==> config.mk <==
export PLATFORM = sky130hd
export DESIGN_NAME = vec_mem_burst_unit
export DESIGN_NICKNAME = d
export VERILOG_FILES = /design/src/rtl/vec_mem_burst_unit.sv
export SDC_FILE = /design/constraint.sdc
export NUM_CORES = 1
export LEC_CHECK = 0
export ABC_AREA = 1
export CORE_MARGIN = 2
export CORE_UTILIZATION = 51
export DETAILED_ROUTE_END_ITERATION = 6
export HOLD_SLACK_MARGIN = 0.1
export PLACE_DENSITY = 0.91
export SYNTH_ARGS = -nofsm -noshare
export SYNTH_HDL_FRONTEND = slang
export SYNTH_SLANG_ARGS = --single-unit
==> constraint.sdc <==
create_clock -name CLK -period 14.08 [get_ports CLK]
set_input_delay 2.112 -clock CLK [delete_from_list [all_inputs] [get_ports CLK]]
set_output_delay 2.112 -clock CLK [all_outputs]
set_load 0.01 [all_outputs]
==> src/rtl/vec_mem_burst_unit.sv <==
// Sequences one scalar or I-element vector load/store into a burst of byte-wide
// accesses on a single-port synchronous RAM. Optional bounds check: VMEM_BOUNDS_CHECK_EN.
module vec_mem_burst_unit #(
  parameter int I         = 20,
  parameter int L         = 8,
  parameter int A         = 32,
  parameter int RD_LAT    = 1,
  parameter int MEM_DEPTH = 4096
) (
  input  logic           CLK,
  input  logic           RST,
  input  logic           req_valid_i,
  output logic           req_ready_o,
  input  logic           op_vec_i,
  input  logic           op_we_i,
  input  logic [A-1:0]   addr_i,
  input  logic [I*L-1:0] wdata_v_i,
  input  logic [L-1:0]   wdata_s_i,
  output logic [A-1:0]   mem_addr_o,
  output logic [L-1:0]   mem_wdata_o,
  output logic           mem_we_o,
  input  logic [L-1:0]   mem_rdata_i,
  output logic [I*L-1:0] rdata_v_o,
  output logic [L-1:0]   rdata_s_o,
  output logic           done_o,
  output logic           busy_o,
  output logic           err_o
);

  localparam int CW = $clog2(I) + 1;

`ifdef VMEM_BOUNDS_CHECK_EN
  localparam bit BOUNDS_EN = 1'b1;
`else
  localparam bit BOUNDS_EN = 1'b0;
`endif

  typedef enum logic [2:0] {IDLE, WRITE, READ, DRAIN, DONE} state_t;

  state_t          state_q, state_d;
  logic            op_vec_q, op_vec_d;
  logic [I*L-1:0]  wdata_q, wdata_d;
  logic [CW-1:0]   idx_q, idx_d;
  logic [CW-1:0]   cap_idx_q, cap_idx_d;
  logic [RD_LAT-1:0] vld_q, vld_d;
  logic [A-1:0]    mem_addr_q, mem_addr_d;
  logic [L-1:0]    mem_wdata_q, mem_wdata_d;
  logic            mem_we_q, mem_we_d;
  logic [I*L-1:0]  rdata_v_q, rdata_v_d;
  logic [L-1:0]    rdata_s_q, rdata_s_d;
  logic            err_q, err_d;

  logic [CW-1:0]   last_idx;
  logic [A:0]      end_addr;
  logic            oob;
  logic            issue;

  assign last_idx = op_vec_q ? CW'(I - 1) : '0;

  // One extra bit so a burst that wraps past all-ones counts as out of range.
  assign end_addr = {1'b0, addr_i} + (op_vec_i ? (A+1)'(I) : (A+1)'(1));
  assign oob      = BOUNDS_EN && (end_addr > (A+1)'(MEM_DEPTH));

  always_comb begin
    state_d     = state_q;
    op_vec_d    = op_vec_q;
    wdata_d     = wdata_q;
    idx_d       = idx_q;
    mem_addr_d  = mem_addr_q;
    mem_wdata_d = mem_wdata_q;
    mem_we_d    = 1'b0;
    err_d       = 1'b0;
    issue       = 1'b0;
    case (state_q)
      IDLE: begin
        if (req_valid_i) begin
          op_vec_d = op_vec_i;
          wdata_d  = wdata_v_i;
          idx_d    = '0;
          if (oob) begin
            state_d = DONE;
            err_d   = 1'b1;
          end else begin
            mem_addr_d = addr_i;
            if (op_we_i) begin
              state_d     = WRITE;
              mem_we_d    = 1'b1;
              mem_wdata_d = op_vec_i ? wdata_v_i[L-1:0] : wdata_s_i;
            end else begin
              state_d = READ;
            end
          end
        end
      end
      WRITE: begin
        if (idx_q == last_idx) begin
          state_d = DONE;
        end else begin
          // Store vector shifts down so the next element is always in the low lane.
          wdata_d     = wdata_q >> L;
          idx_d       = idx_q + 1'b1;
          mem_addr_d  = mem_addr_q + 1'b1;
          mem_we_d    = 1'b1;
          mem_wdata_d = wdata_d[L-1:0];
        end
      end
      READ: begin
        issue = 1'b1;
        if (idx_q == last_idx) begin
          state_d = DRAIN;
        end else begin
          idx_d      = idx_q + 1'b1;
          mem_addr_d = mem_addr_q + 1'b1;
        end
      end
      DRAIN: begin
        if (vld_q[RD_LAT-1] && (cap_idx_q == last_idx)) begin
          state_d = DONE;
        end
      end
      DONE:    state_d = IDLE;
      default: state_d = IDLE;
    endcase
  end

  // Read-return tracking: a tag per issued address, aged RD_LAT cycles.
  always_comb begin
    vld_d     = RD_LAT'({vld_q, issue});
    cap_idx_d = cap_idx_q;
    rdata_v_d = rdata_v_q;
    rdata_s_d = rdata_s_q;
    if (state_q == IDLE) begin
      cap_idx_d = '0;
    end
    if (vld_q[RD_LAT-1]) begin
      if (op_vec_q) begin
        rdata_v_d[int'(cap_idx_q) * L +: L] = mem_rdata_i;
      end else begin
        rdata_s_d = mem_rdata_i;
      end
      cap_idx_d = cap_idx_q + 1'b1;
    end
  end

  always_ff @(posedge CLK or posedge RST) begin
    if (RST) begin
      state_q     <= IDLE;
      op_vec_q    <= 1'b0;
      wdata_q     <= '0;
      idx_q       <= '0;
      cap_idx_q   <= '0;
      vld_q       <= '0;
      mem_addr_q  <= '0;
      mem_wdata_q <= '0;
      mem_we_q    <= 1'b0;
      rdata_v_q   <= '0;
      rdata_s_q   <= '0;
      err_q       <= 1'b0;
    end else begin
      state_q     <= state_d;
      op_vec_q    <= op_vec_d;
      wdata_q     <= wdata_d;
      idx_q       <= idx_d;
      cap_idx_q   <= cap_idx_d;
      vld_q       <= vld_d;
      mem_addr_q  <= mem_addr_d;
      mem_wdata_q <= mem_wdata_d;
      mem_we_q    <= mem_we_d;
      rdata_v_q   <= rdata_v_d;
      rdata_s_q   <= rdata_s_d;
      err_q       <= err_d;
    end
  end

  assign req_ready_o = (state_q == IDLE);
  assign busy_o      = !req_ready_o;
  assign done_o      = (state_q == DONE);
  assign err_o       = err_q;
  assign mem_addr_o  = mem_addr_q;
  assign mem_wdata_o = mem_wdata_q;
  assign mem_we_o    = mem_we_q;
  assign rdata_v_o   = rdata_v_q;
  assign rdata_s_o   = rdata_s_q;

endmodule

## After elaboration in Yosys (flattened, before gate mapping)

Cells that the tools add are included.
Widths: inputs -> output; s select.

- Bits in writable memories: 0
- ROM bits: 0
- Word-level logic and storage cells: 74
- Bits of input ports: 213
- Output and inout port bits: 213
- Register bits after elaboration: 386
- Bits in latches: 0
- Memories kept: 0

- Multipliers: 0
- Multiplexer cells: 29
- Shift-type cells: 2
- Bitwise operators: 1
- Reductions and logical operators: 14
- Equal/unequal tests: 13
- Magnitude comparators: 0
- Divide/modulo/power cells: 0
- $add $sub $neg: 4

Operator list:

| operator | count |
|---|---|
| $mux 160 | 2 |
| $pmux 160 s2 | 1 |
| $bwmux 160 | 1 |
| $shift 8x33->160 const A | 1 |
| $shiftx 8x33->160 | 1 |
| $mux 32 | 2 |
| $pmux 32 s2 | 1 |
| $neg 9->33 | 1 |
| $add 32x1->32 const B | 1 |
| $mux 8 | 4 |
| $mux 6 | 4 |
| $pmux 8 s2 | 1 |
| $add 6x1->6 const B | 2 |
| $eq 6x5->1 | 2 |
| $mux 3 | 4 |
| $ne 2x2->1 const B | 6 |
| $pmux 3 s4 | 1 |
| $pmux 6 s2 | 1 |
| $reduce_and 4->1 | 2 |
| $eq 3x2->1 const B | 2 |
| $reduce_and 2->1 | 3 |
| $reduce_and 3->1 | 2 |
| $reduce_bool 2->1 | 3 |
| $mux 5 | 1 |
| other kinds (11) | 14 |

## Logic depth before layout (Yosys ltp)

- Depth after elaboration: 5
- Depth in mapped cells: 14
- Depth with buffers taken out: 12

## Worst setup path after synthesis

Ideal clock, no wire load.

- Path kind: input port to flip-flop
- From: input port req_valid_i
- To: register wdata_q[53]
- Data required time: 13.997 ns
- Stages on the path: 6
- Arrival time: 3.020 ns
- Slack: 10.978 ns
- Buffers on the path: 2
- Setup time: 0.083 ns
- Path through: nand2_1 > nand2_1 > clkbuf_1 > buf_1 > nand2_1 > o21ai_0

- Cells in the longest elaborated chain, start to end: 2

Ends and longest elaborated chain:

| item | RTL line | RTL |
|---|---|---|
| start: declaration | 12 | `input logic req_valid_i,` |
| $ne 2x2->1 (no source line) | -- |  |
| $reduce_and 3->1 (no source line) | -- |  |
| end signal: assignment | 162 | `wdata_q <= wdata_d;` |
| end: declaration | 42 | `logic [I*L-1:0] wdata_q, wdata_d;` |

No other way between the ends.
A chain may end at the register's enable or synchronous reset.

## Worst setup path in the final report

- From: input port req_valid_i
- To: register wdata_q[133]

The elaborated chain is that of the path after synthesis.

==> impl_results.md <==
* Max-slew violations at 0
* Antenna viol nets, final at 0
* Final Non-Filler Cells at 3361
* Port bufs at 424
* Seq/Total Area, Yosys at 50.61%
* CORE AREA at 36350 um2
* Final instance area at 24510 um2
* Highest Clock Rate at 196.4 MHz
* Via count at 18550
* DP HPWL at 41650 um
* Top Ports at 426
* Synthesized Nets at 2728
* Vias per inst at 5.519
* Post-Route Utilization at 67.43%
* Seq cells post-synth at 378
* RSZ-0062 raised after global routing: false
* Placed cell area at 23130 um2
* Worst setup EP type: register
* Maximum clock path buffer count at 3
* Asr flop ratio synth at 100.0%
* CTS resizes at 0
* Aggregate global-route resource usage at 29.83%
* Layout cells sized above 1 at 4.219%
* Total CTS buffers at 41
* Hold_buf cts at 0
* Synth warnings at 0
* Die height at 195.4 um
* Die extent in x at 195.4 um
* GRT busiest layer: met2
* Die Area at 38200 um2
* LEAKAGE at 10.73 nW
* Critical path data required time at 14.50 ns
* Post-Synth XOR/XNOR Area at 0.5087%
* Worst VDD drop at 0.0001139 V
* Sink Count at 378
* Final Cycle Share at 36.16%
* Nature of the critical path startpoint: input port
* Synth cell types at 38
* Final GP Congestion at 0.9457
* Mux cell area share after synthesis at 0.1205%
* Sequential power share at 35.4%
* Overall routed net length at 57650 um
* TritonRoute pass-1 iters at 6
* Number of flops mapped to enable cells by yosys at 0
* GR Util met3 at 5.130%
* Mapped Area at 18690 um2
* Largest family of logic cells by synthesized area: simple AND/OR/NAND/NOR gates
* Final Hold Viols at 0
* Final Setup Violations at 0
* Hold Path Class: register to register
* TritonCTS clock tree: done
* Adder-cell share of the synthesized area at 0.3347%
* Syn_area_per_cell at 7.447 um2
* Cells after synthesis at 2510
* Root buffer cell: clkbuf_16
* P per Cell Area at 182.3 nW/um2
* Total internal power at 2.657 mW
* Switching part of the total at 40.51%
* Compound-Gate Fraction of Synth Area at 13.05%
* Initial antenna violation count at 2
* DRC errors left at 0
* Detail-routed net length per standard cell at 17.15 um
* Period minus WS final at 5.091 ns
* Simple-gate share of the synthesized area at 27.80%
* Worst hold path depth at 2
* Slew HR at 14.81%
* Worst-path maximum fanout at 113
* 1st-iter DRT viols at 1636
* Comb power frac at 39.7%
* Worst hold margin at 0.4843 ns
* Clock Power Share at 24.9%
* R2r worst-path depth at 9
* Rows at 70
* Post-CTS setup buffers at 0
* Pin count of the biggest net entering global routing at 175
* Skew final at 0.01678 ns
* Synth-to-Final Area Change at 31.11%
* Critical path class: input port to register
* Outcome: finished clean
* Via count of the first global-routing pass at 17730
* First-pass GRT wire length at 91310 um
* Main synth FF type: dfrtp_1
* H-tree lvl count at 2
* # Max-Cap Violations at 0
* Setup TNS at 0 ns
* Worst-margin pin slew at 1.275 ns
* Clk slew on worst S/H paths at 0.06 ns
* Met1 Use GR at 36.70%
* Met2 Use GR at 50.15%
* Overflow after GRT at 0
* P_sw at 1.810 mW
* Post-Place Cells at 3287
* Starting Density at 51.43%
* Critical path arrival at 5.51 ns
* Latest clock arrival within the worst-skew pair at 0.52 ns
* Final net count at 3080
## power groups by stage
stage | sequential [mW] | combinational, mW | clock [mW]
after floorplan | 1.57 | 1.18 | 0
after global placement | 1.58 | 1.68 | 0
after detailed placement | 1.59 | 1.75 | 0
after global routing | 1.61 | 2.00 | 1.16
after CTS | 1.58 | 1.76 | 1.12
final | 1.58 | 1.77 | 1.11
## worst paths after layout
check / startpoint / end / slack, ns
setup / recovery: req_valid_i / wdata_q[133]$_DFFE_PP0P_ / 8.99
hold / removal: rdata_v_o[39]$_DFFE_PP0P_ / rdata_v_o[39]$_DFFE_PP0P_ / 0.48
setup reg to reg: state_q[1]$_DFFE_PP0P_ / wdata_q[133]$_DFFE_PP0P_ / 9.96
hold reg to reg: rdata_v_o[39]$_DFFE_PP0P_ / rdata_v_o[39]$_DFFE_PP0P_ / 0.48
max in group asynchronous: RST / cap_idx_q[0]$_DFFE_PP0P_ / 10.27
min in group asynchronous: RST / mem_addr_o[9]$_DFFE_PP0P_ / 2.17
## final cells by class
type | count | area (um2)
diodes | 1 | 2.502
clock buffers | 54 | 1115
clock inverters | 19 | 262.8
fillers | 2753 | 11840
inverters | 240 | 913.4
multi-input cells | 1768 | 7845
flip-flops and latches | 378 | 9459
well taps | 468 | 585.6
repair buffers | 433 | 4324
## cell families (layout without fill, tap and decap cells)
kind of cell | count (synthesis) | after routing
fa+ha+maj | 5 | 5
flops | 378 | 378
buf+inv | 364 | 746
compound gates | 478 | 478
other cells | 1 | 2
simple gates | 1272 | 1272
xor+xnor | 10 | 10
mux | 2 | 2
## cells in the mapped netlist (4+ instances only)
master    count  area [um2]
a21oi_1      31       155.2
a31o_2        8       70.07
buf_1        11       41.29
buf_2        19       95.09
clkbuf_1     90       337.8
dfrtp_1     378        9459
ha_1          5       62.56
inv_1       235       882.1
nand2_1     842        3161
nand3_1     130       650.6
nand3b_1      5       37.54
nand4_1      23       143.9
nor2_1      212       795.8
nor2_4        4       45.04
nor3_1       28       140.1
o21ai_0     427        2137
o21ai_1       4       20.02
or2_2        16       100.1
xnor2_1       4       35.03
xor2_1        5       43.79
## per-layer routing
layer,share of wire [%],vias to the layer above,wire [um]
met3,8.7,217,5019
met1,38,8632,21700
met4,6.0,2,3475
met5,0.024,-,14
met2,48,1012,27440
li1,-,8687,-
## sequential cells by signal, indices dropped and copies added, names as in the netlist
signal and count:
cap_idx_q 6, idx_q 6, mem_addr_o 32, mem_wdata_o 8, mem_we_o 1, op_vec_q 1, rdata_s_o 8, rdata_v_o 160
state_q 3, vld_q 1, wdata_q 152
## placed cells by master (no fill, tap or decap), types with 2 or more instances in the layout
cell,netlist,layout
or2_2,16,16
clkinv_2,0,8
o21ai_1,4,4
inv_6,1,3
bufinv_16,0,6
nor2_1,212,212
nand3_4,2,2
nand3_1,130,130
dfrtp_1,378,378
nand4_1,23,23
nand3b_1,5,5
buf_4,3,8
clkbuf_1,90,9
xnor2_1,4,4
a21oi_1,31,31
nand2_4,2,4
xor2_1,5,5
o21ai_0,427,427
o31ai_1,3,3
mux2_2,2,2
a31o_2,8,8
o22ai_1,3,3
clkbuf_8,0,4
inv_1,235,234
inv_2,3,3
nand2_1,842,840
ha_1,5,5
clkbuf_16,0,41
nor2_4,4,4
nor3_1,28,28
nand2_2,3,3
clkdlybuf4s50_1,0,424
nor2_2,3,3
clkinv_4,0,2
## worst max-delay path, cell delays in order
cell,delay (ns)
clkdlybuf4s50_1,0.58
nand2_1,0.21
nand2_4,0.60
buf_4,0.80
buf_4,0.78
nand2_1,0.15
o21ai_0,0.14
## through the flow
| step | power, mW | worst slack [ns] |
|---|---|---|
| 2_1_floorplan | 2.746 | 1.467 |
| 3_3_place_gp | 3.257 | 8.710 |
| 3_5_place_dp | 3.340 | 8.578 |
| 4_1_cts | 4.463 | 9.115 |
| 5_1_grt | 4.776 | 8.692 |
| 6_report | 4.467 | 8.989 |
Note: power is estimated with default switching activity, not from simulation.
